==> src/rtl/seq_controller_if.sv <==
// Memory bus between the sequencing controller (master) and instruction/data memory (slave).
interface seq_controller_if;
    logic [15:0] mem_addr;
    logic        mem_rd;
    logic        mem_wr;
    logic [15:0] mem_rdata;
    logic        mem_ready;

    modport master (
        output mem_addr, mem_rd, mem_wr,
        input  mem_rdata, mem_ready
    );

    modport slave (
        input  mem_addr, mem_rd, mem_wr,
        output mem_rdata, mem_ready
    );
endinterface

==> src/rtl/seq_controller.sv <==
// Multi-cycle Moore sequencer: fetch/decode/execute/memory/write-back for a 16-bit
// single-bus datapath, with HALT left only through the asynchronous reset.
module seq_controller #(
    parameter logic [15:0] PC_RESET = 16'h0000,
    parameter logic [3:0]  HALT_OP  = 4'hF
) (
    input  logic              clock,
    input  logic              reset,
    seq_controller_if.master  bus,
    input  logic [15:0]       rs_data,
    input  logic              alu_zero,
    output logic [15:0]       ir,
    output logic [15:0]       pc,
    output logic [2:0]        s_alu,
    output logic              rf_we,
    output logic [2:0]        rf_waddr,
    output logic              rf_src_mem,
    output logic              halted
);

    typedef enum logic [2:0] {
        S_FETCH,
        S_DECODE,
        S_EXEC,
        S_MEM,
        S_WB,
        S_HALT
    } state_t;

    state_t      state_q, state_d;
    logic [15:0] pc_q, pc_d;
    logic [15:0] ir_q, ir_d;

    logic [3:0]  opcode;
    logic        is_halt, is_alu, is_load, is_store, is_brz, is_jmp;
    logic [15:0] mem_addr_o;
    logic        mem_rd_o, mem_wr_o;

    assign opcode = ir_q[15:12];

    // HALT_OP takes priority so a remapped halt opcode overrides its default class
    always_comb begin
        is_halt  = (opcode == HALT_OP);
        is_alu   = !is_halt && !opcode[3];
        is_load  = !is_halt && (opcode == 4'h8);
        is_store = !is_halt && (opcode == 4'h9);
        is_brz   = !is_halt && (opcode == 4'hA);
        is_jmp   = !is_halt && (opcode == 4'hB);
    end

    always_ff @(posedge clock or posedge reset) begin
        if (reset) begin
            state_q <= S_FETCH;
            pc_q    <= PC_RESET;
            ir_q    <= 16'h0000;
        end else begin
            state_q <= state_d;
            pc_q    <= pc_d;
            ir_q    <= ir_d;
        end
    end

    always_comb begin
        state_d    = state_q;
        pc_d       = pc_q;
        ir_d       = ir_q;
        mem_addr_o = pc_q;
        mem_rd_o   = 1'b0;
        mem_wr_o   = 1'b0;
        s_alu      = 3'b000;
        rf_we      = 1'b0;
        rf_src_mem = 1'b0;
        halted     = 1'b0;

        case (state_q)
            S_FETCH: begin
                mem_rd_o = 1'b1;
                if (bus.mem_ready) begin
                    ir_d    = bus.mem_rdata;
                    pc_d    = pc_q + 16'd1;
                    state_d = S_DECODE;
                end
            end
            S_DECODE: begin
                if (is_halt) begin
                    state_d = S_HALT;
                end else if (is_alu) begin
                    state_d = S_EXEC;
                end else if (is_load || is_store) begin
                    state_d = S_MEM;
                end else begin
                    state_d = S_FETCH;
                    if (is_brz && alu_zero) pc_d = pc_q + {{8{ir_q[7]}}, ir_q[7:0]};
                    if (is_jmp)             pc_d = {4'h0, ir_q[11:0]};
                end
            end
            S_EXEC: begin
                s_alu   = opcode[2:0];
                state_d = S_WB;
            end
            S_MEM: begin
                mem_addr_o = rs_data;
                mem_rd_o   = is_load;
                mem_wr_o   = is_store;
                if (bus.mem_ready) state_d = is_load ? S_WB : S_FETCH;
            end
            S_WB: begin
                rf_we      = 1'b1;
                rf_src_mem = is_load;
                if (is_alu) s_alu = opcode[2:0];
                state_d    = S_FETCH;
            end
            S_HALT: begin
                halted = 1'b1;
            end
            default: begin
                state_d = S_FETCH;
            end
        endcase
    end

    assign bus.mem_addr = mem_addr_o;
    assign bus.mem_rd   = mem_rd_o;
    assign bus.mem_wr   = mem_wr_o;
    assign rf_waddr     = ir_q[11:9];
    assign ir           = ir_q;
    assign pc           = pc_q;

endmodule
==> src/flat_wrapper.sv <==
// flat-port wrapper written by rule: the top's interface ports become plain ports
module seq_controller_flat 
#(
    parameter logic [15:0] PC_RESET = 16'h0000,
    parameter logic [3:0]  HALT_OP  = 4'hF
)
  (clock, reset, rs_data, alu_zero, ir, pc, s_alu, rf_we, rf_waddr, rf_src_mem, halted, bus_mem_addr, bus_mem_rd, bus_mem_wr, bus_mem_rdata, bus_mem_ready);
  seq_controller_if bus_i ();
  input  logic clock;
  input  logic reset;
  input  logic [15:0] rs_data;
  input  logic alu_zero;
  output logic [15:0] ir;
  output logic [15:0] pc;
  output logic [2:0] s_alu;
  output logic rf_we;
  output logic [2:0] rf_waddr;
  output logic rf_src_mem;
  output logic halted;
  output wire logic [$bits(bus_i.mem_addr)-1:0] bus_mem_addr;
  output wire logic [$bits(bus_i.mem_rd)-1:0] bus_mem_rd;
  output wire logic [$bits(bus_i.mem_wr)-1:0] bus_mem_wr;
  input wire logic [$bits(bus_i.mem_rdata)-1:0] bus_mem_rdata;
  input wire logic [$bits(bus_i.mem_ready)-1:0] bus_mem_ready;
  assign bus_mem_addr = bus_i.mem_addr;
  assign bus_mem_rd = bus_i.mem_rd;
  assign bus_mem_wr = bus_i.mem_wr;
  assign bus_i.mem_rdata = bus_mem_rdata;
  assign bus_i.mem_ready = bus_mem_ready;
  seq_controller #(.PC_RESET(PC_RESET), .HALT_OP(HALT_OP)) u_core (.clock(clock), .reset(reset), .bus(bus_i), .rs_data(rs_data), .alu_zero(alu_zero), .ir(ir), .pc(pc), .s_alu(s_alu), .rf_we(rf_we), .rf_waddr(rf_waddr), .rf_src_mem(rf_src_mem), .halted(halted));
endmodule
==> config.mk <==
export PLATFORM = sky130hd
export DESIGN_NAME = seq_controller_flat
export DESIGN_NICKNAME = d
export VERILOG_FILES = /design/src/rtl/seq_controller_if.sv /design/src/rtl/seq_controller.sv /design/src/flat_wrapper.sv
export SDC_FILE = /design/constraint.sdc
export NUM_CORES = 1
export LEC_CHECK = 0
export CAP_MARGIN = 20
export CORE_MARGIN = 2
export CORE_UTILIZATION = 47
export DETAILED_ROUTE_END_ITERATION = 6
export PLACE_DENSITY_LB_ADDON = 0.2
export SETUP_SLACK_MARGIN = 0.05
export SYNTH_ARGS = -nofsm -noshare
export SYNTH_HDL_FRONTEND = slang
export SYNTH_SLANG_ARGS = --single-unit
==> constraint.sdc <==
create_clock -name clock -period 2.5 [get_ports clock]
set_input_delay 0.5 -clock clock [delete_from_list [all_inputs] [get_ports clock]]
set_output_delay 0.5 -clock clock [all_outputs]
set_load 0.005 [all_outputs]
# After elaboration in Yosys (flattened, before gate mapping)
# Cells that the tools add are included.
[totals]
reg_bits = 35
in_bits = 36
output_inout_bits = 59
wordCells = 58
[classes]
n_addsub = 2
n_eq_ne = 16
mux = 22
bitwise_logic = 1
n_reduce_logical = 14
[op_table]
columns = ["cell", "count"]
rows = [
  ["$mux W16", 7],
  ["$pmux W16 S2", 1],
  ["$eq A4 B4 Y1 const B", 5],
  ["$mux W3", 6],
  ["$add A16 B1 Y16 const B", 1],
  ["$add A16 B16 Y16", 1],
  ["$pmux W3 S5", 1],
  ["$ne A2 B2 Y1 const B", 5],
  ["$eq A3 B2 Y1 const B", 2],
  ["$eq A3 B3 Y1 const B", 2],
  ["$logic_and A1 B1 Y1", 6],
  ["$pmux W3 S2", 1],
  ["$reduce_and A6 Y1", 1],
  ["$mux W1", 4],
  ["$eq A3 B1 Y1 const B", 1],
  ["$logic_not A3 Y1", 1],
  ["$ne A3 B1 Y1 const B", 1],
  ["$reduce_and A3 Y1", 1],
  ["$logic_not A1 Y1", 2],
  ["$mux W2", 1],
  ["$pmux W1 S2", 1],
  ["$reduce_and A2 Y1", 1],
  ["$reduce_bool A2 Y1", 1],
  ["$logic_or A1 B1 Y1", 1],
  ["$not A1 Y1", 1],
]

# Longest topological paths before layout
# Gate-level depths: netlist of run 1.
[logic_depth]
word_depth = 10
mapped_depth = 9
mapped_depth_nobuf = 9

# Least setup slack after synthesis of run 1
# No wires, ideal clock.
[synth_timing]
path_type = "flip-flop to flip-flop"
startpoint = "register u_core.pc_q[0] (netlist: u_core.pc[0])"
endpoint = "register u_core.pc_q[8] (netlist: u_core.pc[8])"
setup_time_ps = 99
t_arrival_ps = 2188
t_required_ps = 2401
path_slack_ps = 213
path_stages_with_launch = 10
synth_period_minus_slack_ps = 2287
path_cell_list = "dfrtp_1 > ha_1 > fa_1 > a21o_1 > a21oi_2 > o21ai_1 > a21o_1 > a21oi_1 > xor2_1 > a311oi_1"
[synth_via]
elab_chain_cells = 7
elab_cells_between_ends = 9
cone_classes = "add/sub: 2; mux: 7"
[synth_rtl]
columns = ["element", "line", "text"]
rows = [
  ["from (decl)", "seq_controller.sv:31", "logic [15:0] pc_q, pc_d;"],
  ["from (signal assigned)", "seq_controller.sv:58", "pc_q <= pc_d;"],
  ["$add A16 B16 Y16", "seq_controller.sv:93", "if (is_brz && alu_zero) pc_d = pc_q + {{8{ir_q[7]}}, ir_q[7:0]};"],
  ["$mux W16", "seq_controller.sv:93", ""],
  ["$mux W16", "seq_controller.sv:94", "if (is_jmp) pc_d = {4'h0, ir_q[11:0]};"],
  ["$mux W16", "seq_controller.sv:89", "end else if (is_load || is_store) begin"],
  ["$mux W16", "seq_controller.sv:87", "end else if (is_alu) begin"],
  ["$mux W16", "seq_controller.sv:85", "if (is_halt) begin"],
  ["$pmux W16 S2 *", "seq_controller.sv:75", "case (state_q)"],
]
# Mark *: on every way between the ends. The rest lies on a longest branch, timed or not. The select of a mux whose other input is x is not followed.
# A chain may end at the register's enable or synchronous reset.

# Final worst setup path of run 1
[layout_timing]
startpoint = "register u_core.ir_q[13] (netlist: u_core.ir[13])"
endpoint = "output bus_mem_rd"
[layout_via]
elab_chain_cells = 4
elab_cells_between_ends = 5
cone_classes = "eq/ne: 2; mux: 1; reduce/logical: 2"
[layout_rtl]
columns = ["element", "line", "text"]
rows = [
  ["from (decl)", "seq_controller.sv:32", "logic [15:0] ir_q, ir_d;"],
  ["from (signal assigned)", "seq_controller.sv:59", "ir_q <= ir_d;"],
  ["$eq A4 B4 Y1", "seq_controller.sv:43", "is_halt = (opcode == HALT_OP);"],
  ["$logic_not A1 Y1", "seq_controller.sv:45", "is_load = !is_halt && (opcode == 4'h8);"],
  ["$logic_and A1 B1 Y1 *", "seq_controller.sv:45", ""],
  ["$pmux W1 S2 *", "seq_controller.sv:75", ""],
  ["to (decl)", "flat_wrapper.sv:21", "output wire logic [$bits(bus_i.mem_rd)-1:0] bus_mem_rd;"],
]
# Mark *: on every way between the ends. The rest lies on a longest branch, timed or not.

==> results of run 1 <==
==> flip-flops by register name, indices dropped and copies added (netlist names) <==
signal,count
u_core.state_q,3
u_core.ir,16
u_core.pc,16
==> power breakdown <==
part | total (mW) | switching (mW) | leakage [nW] | internal [mW]
clock | 0.544 | 0.247 | 0.0581 | 0.297
combinational | 4.43 | 2.29 | 1.43 | 2.14
sequential | 1.19 | 0.357 | 0.415 | 0.828
total | 6.16 | 2.89 | 1.90 | 3.27
==> placed cells by master, fill, tap and decap left out, drive strengths merged, types with 2 or more instances in the layout <==
cell type / Yosys / layout
clkdlybuf4s50: 0 / 92
xnor2: 8 / 8
buf: 9 / 28
nand2b: 3 / 3
o211ai: 5 / 5
a21oi: 32 / 32
nor2b: 3 / 3
nand3: 17 / 17
o21ai: 30 / 30
clkinv: 1 / 3
dfrtp: 35 / 35
a21o: 5 / 5
clkbuf: 8 / 5
a31oi: 6 / 6
dlymetal6s2s: 0 / 2
and2: 6 / 6
o31ai: 2 / 2
nand2: 132 / 132
a311oi: 2 / 2
inv: 6 / 6
o22ai: 2 / 2
o221ai: 2 / 2
ha: 16 / 16
nor4: 2 / 2
nor2: 28 / 28
a21boi: 6 / 6
nor3: 7 / 7
xor2: 6 / 6
nand4: 3 / 3
and3: 5 / 5
==> area by class of cell <==
type / instances / area, µm²
Sequential cell: 35 / 881
Timing Repair Buffer: 122 / 1160
Clock buffer: 5 / 68.8
Multi-Input combinational cell: 338 / 1930
Tap cell: 75 / 93.8
Clock inverter: 3 / 43.8
Fill cell: 490 / 1710
Inverter: 7 / 33.8
==> cells by family (layout without fill, tap and decap cells) <==
| kind of cell | after synthesis | count (layout) | synth area share, % |
|---|---|---|---|
| and+or+nand+nor | 208 | 208 | 31.8 |
| buffers and inverters | 24 | 137 | 4.01 |
| adders and majority gates | 17 | 17 | 7.67 |
| DFF | 35 | 35 | 30.5 |
| xor gates and xnor gates | 14 | 14 | 4.27 |
| AOI/OAI and AO/OA | 99 | 99 | 21.7 |
==> metal layers <==
layer | wire length [µm] | track usage, % | part of all wire [%] | up-vias
met3 | 817 | 4.89 | 8.5 | 21
li1 | - | - | - | 1598
met5 | 0 | 0 | 0 | -
met4 | 171 | 8.50 | 1.8 | 0
met1 | 4120 | 40.4 | 43 | 1572
met2 | 4540 | 48.8 | 47 | 179
==> metrics by stage <==
step / cells / cell area [µm²] / utilization (%)
final: 585 / 4220 / 71.2
after CTS: 581 / 4140 / 70.0
after detailed placement: 567 / 3950 / 66.7
after global placement: 567 / 3950 / 66.7
after global routing: 585 / 4220 / 71.2
after floorplan: 397 / 2870 / -
==> critical path, stage by stage, from the launching register on <==
cell and delay [ns]:
sky130_fd_sc_hd__dfrtp_2 0.45, sky130_fd_sc_hd__nor3b_4 0.20, sky130_fd_sc_hd__nor2b_4 0.18, sky130_fd_sc_hd__nand3_1 0.08, sky130_fd_sc_hd__a21oi_1 0.15, sky130_fd_sc_hd__clkdlybuf4s50_1 0.52
==> what timing repair did <==
item                                    4_1_cts  5_1_grt
hold endpoints to repair                      0        0
pin swaps                                     1        4
setup buffers                                 6        4
hold buffers                                  0        0
endpoints found under the setup margin       23       24
gates resized for setup                      12       13
==> worst paths after layout <==
check / start / to / slack [ns] / depth (start not counted)
min reg2reg: u_core.ir[8]$_DFFE_PP0P_ / u_core.ir[8]$_DFFE_PP0P_ / 0.52 / 2
max in group asynchronous: reset / u_core.state_q[2]$_DFFE_PP0P_ / 1.54 / 3
max: u_core.ir[13]$_DFFE_PP0P_ / bus_mem_rd / 0.12 / 5
min in group asynchronous: reset / u_core.ir[2]$_DFFE_PP0P_ / 0.61 / 3
min: u_core.ir[8]$_DFFE_PP0P_ / u_core.ir[8]$_DFFE_PP0P_ / 0.52 / 2
max reg2reg: u_core.ir[0]$_DFFE_PP0P_ / u_core.pc[8]$_DFFE_PP0P_ / 0.15 / 9
==> reports/summary.md, run 1 <==
The run finished with clean final reports. Once the floorplan was initialized, standard cells occupied 48.5% of the core. The number of synthesized register bits was 35.

The run gives 0.00287 mm² as the total standard cell area after synthesis. The tools report the CTS root buffer as sky130_fd_sc_hd__clkbuf_8. The commonest cells after synthesis are 130 x sky130_fd_sc_hd__nand2_1, 35 x sky130_fd_sc_hd__dfrtp_1, 30 x sky130_fd_sc_hd__a21oi_1. Buffer depth of the longest clock path: 2. The tools report the peak ir drop on the vdd network as 0.769 mV.

The total of endpoints with negative setup slack in the final report was 0; the async set-or-reset flop fraction in the synthesized netlist was 100%. The die covers 0.00675 mm². Clock latency on the worst-skew pair, taken at its later pin, is 0.30 ns.

Timing analysis after detailed placement gives a worst setup slack of 0.0896 ns. The first global-routing pass estimated 15100 µm of wire. The number of nets in the final layout is 562, and the share of the cycle needed by the critical path after routing is 95.3%.

The area fraction of the dominant cell type after synthesis came out at 30.5%. For this run, design rule violations remaining after detail routing come to 0. The tightest min-delay check is of the reg -> reg type. The synthesized net count is 450, and the signal arrival time at the worst endpoint is 1.88 ns. Setup repair after global routing left no endpoint under its margin.

The number of endpoints with negative hold slack in the final report is 0. The synthesized design spends more area on one cell type than any other, namely sky130_fd_sc_hd__dfrtp_1. The CTS sink count was 35; the count of buffers from port buffering was 94. The measured slew at the worst slew-check pin was 0.580 ns.

Fraction of the yosys area taken by sequential cells: 30.5%. Count of flip-flops with a built-in enable after synthesis: 0. By instance count, the leading cell after synthesis is sky130_fd_sc_hd__nand2_1. For the number of DRC markers in iteration 0, the log shows 297.

The post-layout worst setup margin was 0.118 ns; the count of standard-cell rows was 28. The area growth from synthesis to final layout was 46.9%; the area inside the core boundary was 0.00592 mm². In this run the remaining antenna-violating nets after routing total 0.

TritonCTS built the clock tree. Synthesis handed over a netlist of 397 instances. Pin count of the biggest net entering global routing: 36. The tools report the startpoint class of the critical path as a flop. In this run the number of H-tree levels came out at 2. Adding up every negative setup slack in the final design gives 0 ns. Clock-pin slew was measured on the worst setup and hold paths at 0.09 ns. In the post-synthesis netlist, the biggest area contributors are sky130_fd_sc_hd__dfrtp_1 31%, sky130_fd_sc_hd__nand2_1 17%, sky130_fd_sc_hd__ha_1 7.0%.

The kind of capture point of the worst setup path is an output pin. Counting distinct cell types in the post-synthesis netlist gives 49. 0 antenna diodes ended up in the layout. From bottom edge to top edge, the die measures 82.1 µm. For this run, the number of Yosys warnings is 0. The average instance area after synthesis was 7.23 µm²; the largest fanout on the critical path was 5.

The total overflow reported by the global router is 0. In this run the power density over the cells is 1460 mW/mm². Ratio of cells with drive above 1 in the final layout: 12.7%. The overall power came out at 6.16 mW. Wire length per cell: 16.5 µm. The die is 82.1 µm wide. Across all layers, the routed design uses 3370 vias. Number of antenna violations at the first check in global routing: 0.

After legalization and detailed placement, the total HPWL measured 6920 µm. Critical path class: reg -> out. The tightest hold path in the finished design has a slack of 0.518 ns.

The tools report the boundary pin count as 95. After detailed routing, the number of vias per cell comes to 5.76. Main flop type after synthesis: sky130_fd_sc_hd__dfrtp_1. Timing would allow up to 420 MHz. The final RePlAce weighted congestion was 0.882; the final critical path time including I/O delays and setup was 2.38 ns. Total iterations of the first detailed-routing run: 5.

The tool flagged a number of max-cap violations equal to 0. The analysis attributes to cell leakage a power of 1.90 nW. The final layout contains routed wiring with a total length of 9650 µm.

At the worst endpoint, the required time is 2.00 ns. The number of global-route vias before repair was 3119; the clock tree skew after final layout was 0.0116 ns. Measured against its own limit, the worst slew margin works out to 61.2%. The run gives 0 as the max-slew violation count. The run gives 5 as the number of buffers inserted during clock tree synthesis.

Global routing used 29.7% of the available tracks.
No activity file was read; power rests on OpenSTA's default activity.
==> run 2, diff against run 1 <==
- GPL_TIMING_DRIVEN: not set -> 0
- SLEW_MARGIN: not set -> 0
==> reports/summary.md, run 2 (same netlist as run 1, synthesis figures left out) <==
The tools report the count of unresolved DRC violations after routing as 0 (unchanged). The largest fanout on the critical path was 9 (was 5). The minimum setup slack among reg-to-reg paths came out at 0.13 ns (was 0.15 ns). The logs give 1.87 nW (was 1.90 nW) for the leakage dissipation and 2 (unchanged) for the buffer depth of the longest clock path. The measured slew at the worst slew-check pin came out at 0.702 ns (was 0.580 ns). The critical path class was reg -> out (unchanged). Setup repair after global routing left no endpoint under its margin.

The internal power is 3.10 mW (was 3.27 mW), and the clock tree skew after final layout is 0.00708 ns (was 0.0116 ns). The post-CTS clock slew at the launch and capture registers of the worst setup and hold paths is 0.08 ns (was 0.09 ns). The tools report the overall power as 5.93 mW (was 6.16 mW).

Antenna diode instance count: 0 (unchanged). The CTS root buffer is sky130_fd_sc_hd__clkbuf_8 (unchanged). The boundary pin count was 95 (unchanged); the count of vias placed by the detailed router was 3305 (was 3370). The pin count of the biggest net entering global routing was 22 (was 36); the relative slew slack was 53.2% (was 61.2%). The run gives 28.5% (was 29.7%) as the total global-route track usage. The peak ir drop on the vdd network was 0.827 mV (was 0.769 mV); the remaining antenna violation count after routing was 0 (unchanged). Top library cells by usage in the layout, fill and taps aside: 130 x sky130_fd_sc_hd__nand2_1, 90 x sky130_fd_sc_hd__clkdlybuf4s50_1, 29 x sky130_fd_sc_hd__a21oi_1, 29 x sky130_fd_sc_hd__dfrtp_1, 28 x sky130_fd_sc_hd__o21ai_0 (was 130 x sky130_fd_sc_hd__nand2_1, 92 x sky130_fd_sc_hd__clkdlybuf4s50_1, 31 x sky130_fd_sc_hd__dfrtp_1). The run gives 0 (unchanged) as the number of antenna violations at the first check in global routing. The wire length of the first global-routing pass was 14700 µm (was 15100 µm); the cell area power density was 1420 mW/mm² (was 1460 mW/mm²). The tools report the number of endpoints with negative hold slack in the final report as 0 (unchanged). The max capacitance violation total is 0 (unchanged), and the area growth from synthesis to final layout is 45.3% (was 46.9%).

The tools report the number of global-route vias before repair as 3057 (was 3119). The filler cell count in the final layout is 492 (was 490). The worst-skew pair later-pin latency is 0.30 ns (about the same), and the wire length per cell is 16.1 µm (was 16.5 µm).

Kind of capture point of the worst setup path: an output pin (unchanged). The worst hold-check path type was reg -> reg (unchanged). The logs give 0.00592 mm² (unchanged) for the area inside the core boundary and 300 (was 297) for the number of DRC markers in iteration 0. Switching power as a share of total power: 47.8% (was 46.9%).

TritonCTS built the clock tree. The most common library cell in the layout ignoring fill and taps was sky130_fd_sc_hd__nand2_1 (unchanged). The count of H-tree levels built during CTS was 2 (unchanged); the vertical die dimension was 82.1 µm (unchanged). The count of standard-cell rows was 28 (unchanged). The run gives 0.949 (was 0.882) as the final RePlAce weighted congestion. The aggregate negative setup slack is 0 ns (unchanged), and the power share of the sequential group is 22.2% (was 19.2%).

The count of buffers from port buffering works out to 94 (unchanged). For the number of nets in the final layout, the log shows 562 (unchanged). The CTS sink count is 35 (unchanged), and the total wire length after detailed routing is 9430 µm (was 9650 µm). The run gives 2.00 ns (about the same) as the data required time at the worst endpoint. The final critical path time including I/O delays and setup was 2.38 ns (about the same); the number of vias per cell was 5.65 (was 5.76).

For the clock share of power, the log shows 7.0% (was 8.8%). The final HPWL from detailed placement is 7040 µm (was 6920 µm). The combinational share of power came out at 70.8% (was 71.9%).

The tools report the total of endpoints with negative setup slack in the final report as 0 (unchanged). The ratio of cells with drive above 1 in the final layout was 11.8% (was 12.7%); the max-slew violation count was 0 (unchanged). The tools report the area of the die as 0.00675 mm² (unchanged).

The timing-limited maximum frequency is 419 MHz (was 420 MHz). The startpoint class of the critical path was a flop (unchanged). The run gives 5 (unchanged) as the total iterations of the first detailed-routing run. The logs give 2.83 mW (was 2.89 mW) for the power spent charging and discharging nets and 48.5% (unchanged) for the starting density of the core. The share of the cycle needed by the critical path after routing came out at 95.4% (was 95.3%). For the number of buffers inserted during clock tree synthesis, the log shows 5 (unchanged). The flow ran to the end, and the final reports show no timing, DRC or antenna violations.

The signal arrival time at the worst endpoint came out at 1.88 ns (about the same). The cts-stage hold buffer count is 0 (unchanged), and the total overflow reported by the global router is 0 (unchanged). The width of the die came out at 82.1 µm (unchanged).
==> run 2: cell types whose count changed in the layout (fill, tap and decap cells not counted), sizes merged <==
cell,change
clkinv,+1
clkbuf,+7
buf,-7
bufinv,-1
clkdlybuf4s50,-2
dlygate4sd2,+2
==> run 2: power by group through the flow <==
stage          combinational, mW  clock (mW)  sequential [mW]
6_report                    4.20       0.416             1.32
5_1_grt                     4.64       0.442             1.36
3_3_place_gp                3.80           0             1.30
4_1_cts                     4.03       0.413             1.29
2_1_floorplan               2.43           0             1.18
3_5_place_dp                3.90           0             1.30
==> run 2: per-stage QoR <==
stage / area [µm²] / hold WS [ns] / util, % / instances / setup slack (ns)
2_1_floorplan: 2870 / 0.492 / - / 397 / 0.213
3_3_place_gp: 3910 / 0.506 / 66.0 / 566 / -0.166
3_5_place_dp: 3930 / 0.527 / 66.4 / 567 / -0.184
4_1_cts: 4090 / 0.550 / 69.1 / 578 / 0.0659
5_1_grt: 4170 / 0.557 / 70.4 / 585 / 0.0444
6_report: 4170 / 0.553 / 70.4 / 585 / 0.115
==> run 2: path summary, 6_finish.rpt <==
check / to / from / cells past startpoint
max: bus_mem_wr / u_core.state_q[2]$_DFFE_PP0P_ / 6
min: u_core.ir[10]$_DFFE_PP0P_ / u_core.ir[10]$_DFFE_PP0P_ / 2
max reg2reg: u_core.pc[13]$_DFFE_PP0P_ / u_core.pc[4]$_DFFE_PP0P_ / 8
min reg2reg: u_core.ir[10]$_DFFE_PP0P_ / u_core.ir[10]$_DFFE_PP0P_ / 2
max in group asynchronous: u_core.ir[11]$_DFFE_PP0P_ / reset / 3
min in group asynchronous: u_core.ir[1]$_DFFE_PP0P_ / reset / 2
==> run 2: final cells by class <==
cell class | instances | area, µm² | share of cell area (%)
Inverter | 7 | 33.8 | 0.810
Tap cell | 75 | 93.8 | 2.25
Clock buffer | 5 | 68.8 | 1.65
Multi-Input combinational cell | 338 | 1930 | 46.3
Sequential cell | 35 | 883 | 21.2
Buffer | 17 | 98.8 | 2.37
Clock inverter | 3 | 15.0 | 0.360
Timing Repair Buffer | 105 | 1050 | 25.1
==> run 2: repair_timing <==
item,in CTS,in global routing
endpoints found under the hold margin,0,0
pin swaps,5,5
endpoints found under the setup margin,26,17
cloned,0,0
buffers inserted,3,7
resized for setup,24,9
==> run 2: critical path: stages, from the launching register on <==
cell	delay (ns)
sky130_fd_sc_hd__dfrtp_2	0.43
sky130_fd_sc_hd__inv_4	0.11
sky130_fd_sc_hd__nand3_4	0.13
sky130_fd_sc_hd__clkinv_4	0.10
sky130_fd_sc_hd__buf_4	0.13
sky130_fd_sc_hd__and3_1	0.16
sky130_fd_sc_hd__clkdlybuf4s50_1	0.51
==> run 2: routing by layer <==
| layer | up-vias | share of wire [%] | global-route usage (%) |
|---|---|---|---|
| met1 | 1519 | 43 | 39.4 |
| met4 | 0 | 0.57 | 6.33 |
| met3 | 9 | 9.1 | 4.67 |
| met2 | 179 | 47 | 47.1 |
| li1 | 1598 | - | - |
| met5 | - | 0 | 0 |
==> run 3, diff against run 2 <==
- CAP_MARGIN: 20 -> 0
- CORE_UTILIZATION: 47 -> 42
- CTS_CLUSTER_DIAMETER: not set -> 200
- clock period: 2.5 -> 2.1 ns (I/O delays scaled with it)
==> reports/summary.md, run 3 (same netlist as run 1, synthesis figures left out) <==
The worst hold-check path type is reg -> reg (unchanged). The number of endpoints with negative hold slack in the final report was 0 (unchanged); the minimum setup slack among reg-to-reg paths was -0.25 ns (was 0.13 ns). The width of the die was 86.7 µm (was 82.1 µm). The peak ir drop on the vdd network was 0.744 mV (was 0.827 mV); the post-layout worst setup margin was -0.253 ns (was 0.115 ns). The run gives 0.00751 mm² (was 0.00675 mm²) as the area of the die. The largest incremental delay on the critical path works out to 0.43 ns (was 0.51 ns).

The number of vias per cell is 5.59 (was 5.65), and the clock tree skew after final layout is 0.0124 ns (was 0.00708 ns). The run gives 2.49 ns (was 1.88 ns) as the signal arrival time at the worst endpoint. Starting density of the core: 42.7% (was 48.5%). The total buffers and inverters traversed by the critical path was 1 (was 4); the max capacitance violation total was 0 (unchanged). For the share of the core filled with cells in the final layout, the log shows 65.7% (was 70.4%). The tools report the aggregate negative setup slack as -0.676 ns (was 0 ns).

TritonCTS built the clock tree. Number of antenna violations at the first check in global routing: 0 (unchanged). The area growth from synthesis to final layout is 53.8% (was 45.3%).

The final reports fail on setup timing. The tools report the data required time at the worst endpoint as 2.24 ns (was 2.00 ns). The worst reg2reg path depth is 10 (was 8), and the cell depth of the worst min-delay path is 2 (unchanged).

For the final RePlAce weighted congestion, the log shows 0.960 (was 0.949). For the total overflow reported by the global router, the log shows 0 (unchanged). CP Cell Sequence: ha_4, fa_2, a21o_1, a21oi_4, buf_4, o211ai_2, a21oi_2, o31ai_2, xnor2_1, o221ai_1 (was inv_4, nand3_4, clkinv_4, buf_4, and3_1, clkdlybuf4s50_1). The buffer depth of the longest clock path was 2 (unchanged).

The max-slew violation count was 0 (unchanged). The run finished, with violations left. The tools report the remaining antenna violation count after routing as 0 (unchanged). The boundary pin count came out at 95 (unchanged).

The most common library cell in the layout ignoring fill and taps is sky130_fd_sc_hd__nand2_1 (unchanged). The relative slew slack is 46.1% (was 53.2%). The critical path class is reg -> reg (was reg -> out).

The tools report the start of the worst register-to-register path as u_core.pc[0]$_DFFE_PP0P_ (was u_core.pc[4]$_DFFE_PP0P_). The final HPWL from detailed placement came out at 6830 µm (was 7040 µm). Count of buffers from port buffering: 94 (unchanged). The total iterations of the first detailed-routing run was 5 (unchanged); the count of vias placed by the detailed router was 3409 (was 3305). The cell area after layout came out at 0.00441 mm² (was 0.00417 mm²).

The logs give 0 (unchanged) for the count of unresolved DRC violations after routing and 35 (unchanged) for the CTS sink count. The tools report the capture instance of the worst register-to-register path as u_core.pc[14]$_DFFE_PP0P_ (was u_core.pc[13]$_DFFE_PP0P_). Critical path launch point: u_core.pc[0]$_DFFE_PP0P_ (was u_core.state_q[2]$_DFFE_PP0P_).

Cell family contributing the most delay on the critical path: compound AO/OA/AOI/OAI gates (was buffers and inverters). The run gives 4 (was 0) as the total of endpoints with negative setup slack in the final report. Count of H-tree levels built during CTS: 2 (unchanged). For the area of placed instances, the log shows 0.00393 mm² (about the same). The cell area power density is 1690 mW/mm² (was 1420 mW/mm²). The run gives 5 (unchanged) as the number of buffers inserted during clock tree synthesis. Largest fanout on the critical path: 3 (was 9). The area inside the core boundary was 0.00672 mm² (was 0.00592 mm²); the pin count of the biggest net entering global routing was 36 (was 22). Subtracting the final worst setup slack from the clock period gives 2.35 ns.

Total number of cells along the worst setup path: 10 (was 6). The number of placed instances with taps included came out at 571 (was 567). The tools report the CTS root buffer as sky130_fd_sc_hd__clkbuf_8 (unchanged). The cts-stage hold buffer count came out at 0 (unchanged).

The wire length per cell is 16.6 µm (was 16.1 µm), and the total wire length after detailed routing is 10100 µm (was 9430 µm). Worst-path cell with the longest stage delay: sky130_fd_sc_hd__dfrtp_2 (was sky130_fd_sc_hd__clkdlybuf4s50_1). The antenna diode instance count is 0 (unchanged), and the vertical die dimension is 86.7 µm (was 82.1 µm). The post-CTS clock slew at the launch and capture registers of the worst setup and hold paths is 0.07 ns (was 0.08 ns). The number of cells in the finished layout apart from fillers is 610 (was 585), and the total global-route track usage is 27.1% (was 28.5%).

The ratio of cells with drive above 1 in the final layout was 21.3% (was 11.8%). The tools report the worst-skew pair later-pin latency as 0.30 ns (about the same). The number of DRC markers in iteration 0 is 288 (was 300).

The tools report the startpoint class of the critical path as a flop (unchanged). Top library cells by usage in the layout, fill and taps aside: 124 x sky130_fd_sc_hd__nand2_1, 70 x sky130_fd_sc_hd__clkdlybuf4s50_1, 29 x sky130_fd_sc_hd__buf_4 (was 130 x sky130_fd_sc_hd__nand2_1, 90 x sky130_fd_sc_hd__clkdlybuf4s50_1, 29 x sky130_fd_sc_hd__a21oi_1, 29 x sky130_fd_sc_hd__dfrtp_1, 28 x sky130_fd_sc_hd__o21ai_0). The measured slew at the worst slew-check pin was 0.808 ns (was 0.702 ns). The logs give -0.745 ns (was -0.184 ns) for the setup slack after placement and 425 MHz for the timing-limited maximum frequency. The kind of capture point of the worst setup path is a flop (was an output pin). The share of the cycle needed by the critical path after routing is 112%. The number of global-route vias before repair is 3244 (was 3057). For the count of standard-cell rows, the log shows 30 (was 28).

Capturing element of the worst setup path: u_core.pc[14]$_DFFE_PP0P_ (was bus_mem_wr). The run gives 2.02 nW (was 1.87 nW) as the leakage dissipation. The run gives 16000 µm (was 14700 µm) as the wire length of the first global-routing pass. Setup repair after global routing could not meet its margin everywhere.

Number of nets in the final layout: 582 (was 562).
-- run 3: cell count changes in the layout (fill, tap and decap cells not counted), moves of 4 or more --
cell / delta
sky130_fd_sc_hd__clkdlybuf4s50_1: -20
sky130_fd_sc_hd__buf_4: +12
sky130_fd_sc_hd__clkbuf_2: +10
sky130_fd_sc_hd__buf_6: +7
sky130_fd_sc_hd__nand2_1: -6
sky130_fd_sc_hd__clkdlybuf4s15_1: +5
sky130_fd_sc_hd__nand2_2: +5
sky130_fd_sc_hd__a21oi_1: -4
sky130_fd_sc_hd__buf_2: +4
-- run 3: worst min-delay path by stage --
| stage | start | endpoint | slack [ns] |
|---|---|---|---|
| after floorplan | u_core.ir[8]$_DFFE_PP0P_ | u_core.ir[8]$_DFFE_PP0P_ | 0.49 |
| after global placement | u_core.ir[5]$_DFFE_PP0P_ | u_core.ir[5]$_DFFE_PP0P_ | 0.52 |
| after detailed placement | u_core.ir[2]$_DFFE_PP0P_ | u_core.ir[2]$_DFFE_PP0P_ | 0.52 |
| after CTS | u_core.ir[2]$_DFFE_PP0P_ | u_core.ir[2]$_DFFE_PP0P_ | 0.54 |
| after global routing | u_core.ir[2]$_DFFE_PP0P_ | u_core.ir[2]$_DFFE_PP0P_ | 0.55 |
| final | u_core.ir[2]$_DFFE_PP0P_ | u_core.ir[2]$_DFFE_PP0P_ | 0.54 |
-- run 3: area by class of cell --
| type | instances | area (µm²) |
|---|---|---|
| plain buffers | 17 | 130 |
| clock buffers | 8 | 100 |
| fillers | 562 | 2300 |
| inverters | 7 | 33.8 |
| multi-input cells | 338 | 2020 |
| flip-flops and latches | 35 | 887 |
| well taps | 80 | 100 |
| repair buffers | 125 | 1140 |
-- run 3: report_power, final --
part | internal [mW] | switching [mW] | leakage [nW] | total (mW)
clock | 0.300 | 0.262 | 0.0515 | 0.562
sequential | 0.997 | 0.530 | 0.410 | 1.53
combinational | 2.64 | 2.73 | 1.56 | 5.37
total | 3.93 | 3.52 | 2.02 | 7.45
-- run 3: worst min-delay path: stages, from the launching register on --
cell                      delay, ns
sky130_fd_sc_hd__dfrtp_1       0.39
sky130_fd_sc_hd__nand2_1       0.06
sky130_fd_sc_hd__nand2_1       0.06
-- run 3: layer usage --
metal  vias up  global-route usage (%)  part of all wire, %
met2       154                    45.2                   48
met5         -                       0                    0
met4         0                    7.53                  1.4
met3        18                    5.05                  7.4
li1       1636                       -                    -
met1      1601                    36.0                   43
-- run 3: per-stage QoR --
stage          hold slack (ns)  total power [mW]
2_1_floorplan            0.492              4.36
6_report                 0.542              7.45
3_5_place_dp             0.520              6.21
4_1_cts                  0.539              7.18
3_3_place_gp             0.519              6.10
5_1_grt                  0.553              8.09
-- run 3: repair_timing --
item                                    CTS  global route
buffers inserted                         23             6
gates resized for setup                  73            47
pin swaps                                17            14
gates cloned                              1             1
endpoints found under the setup margin   32            29
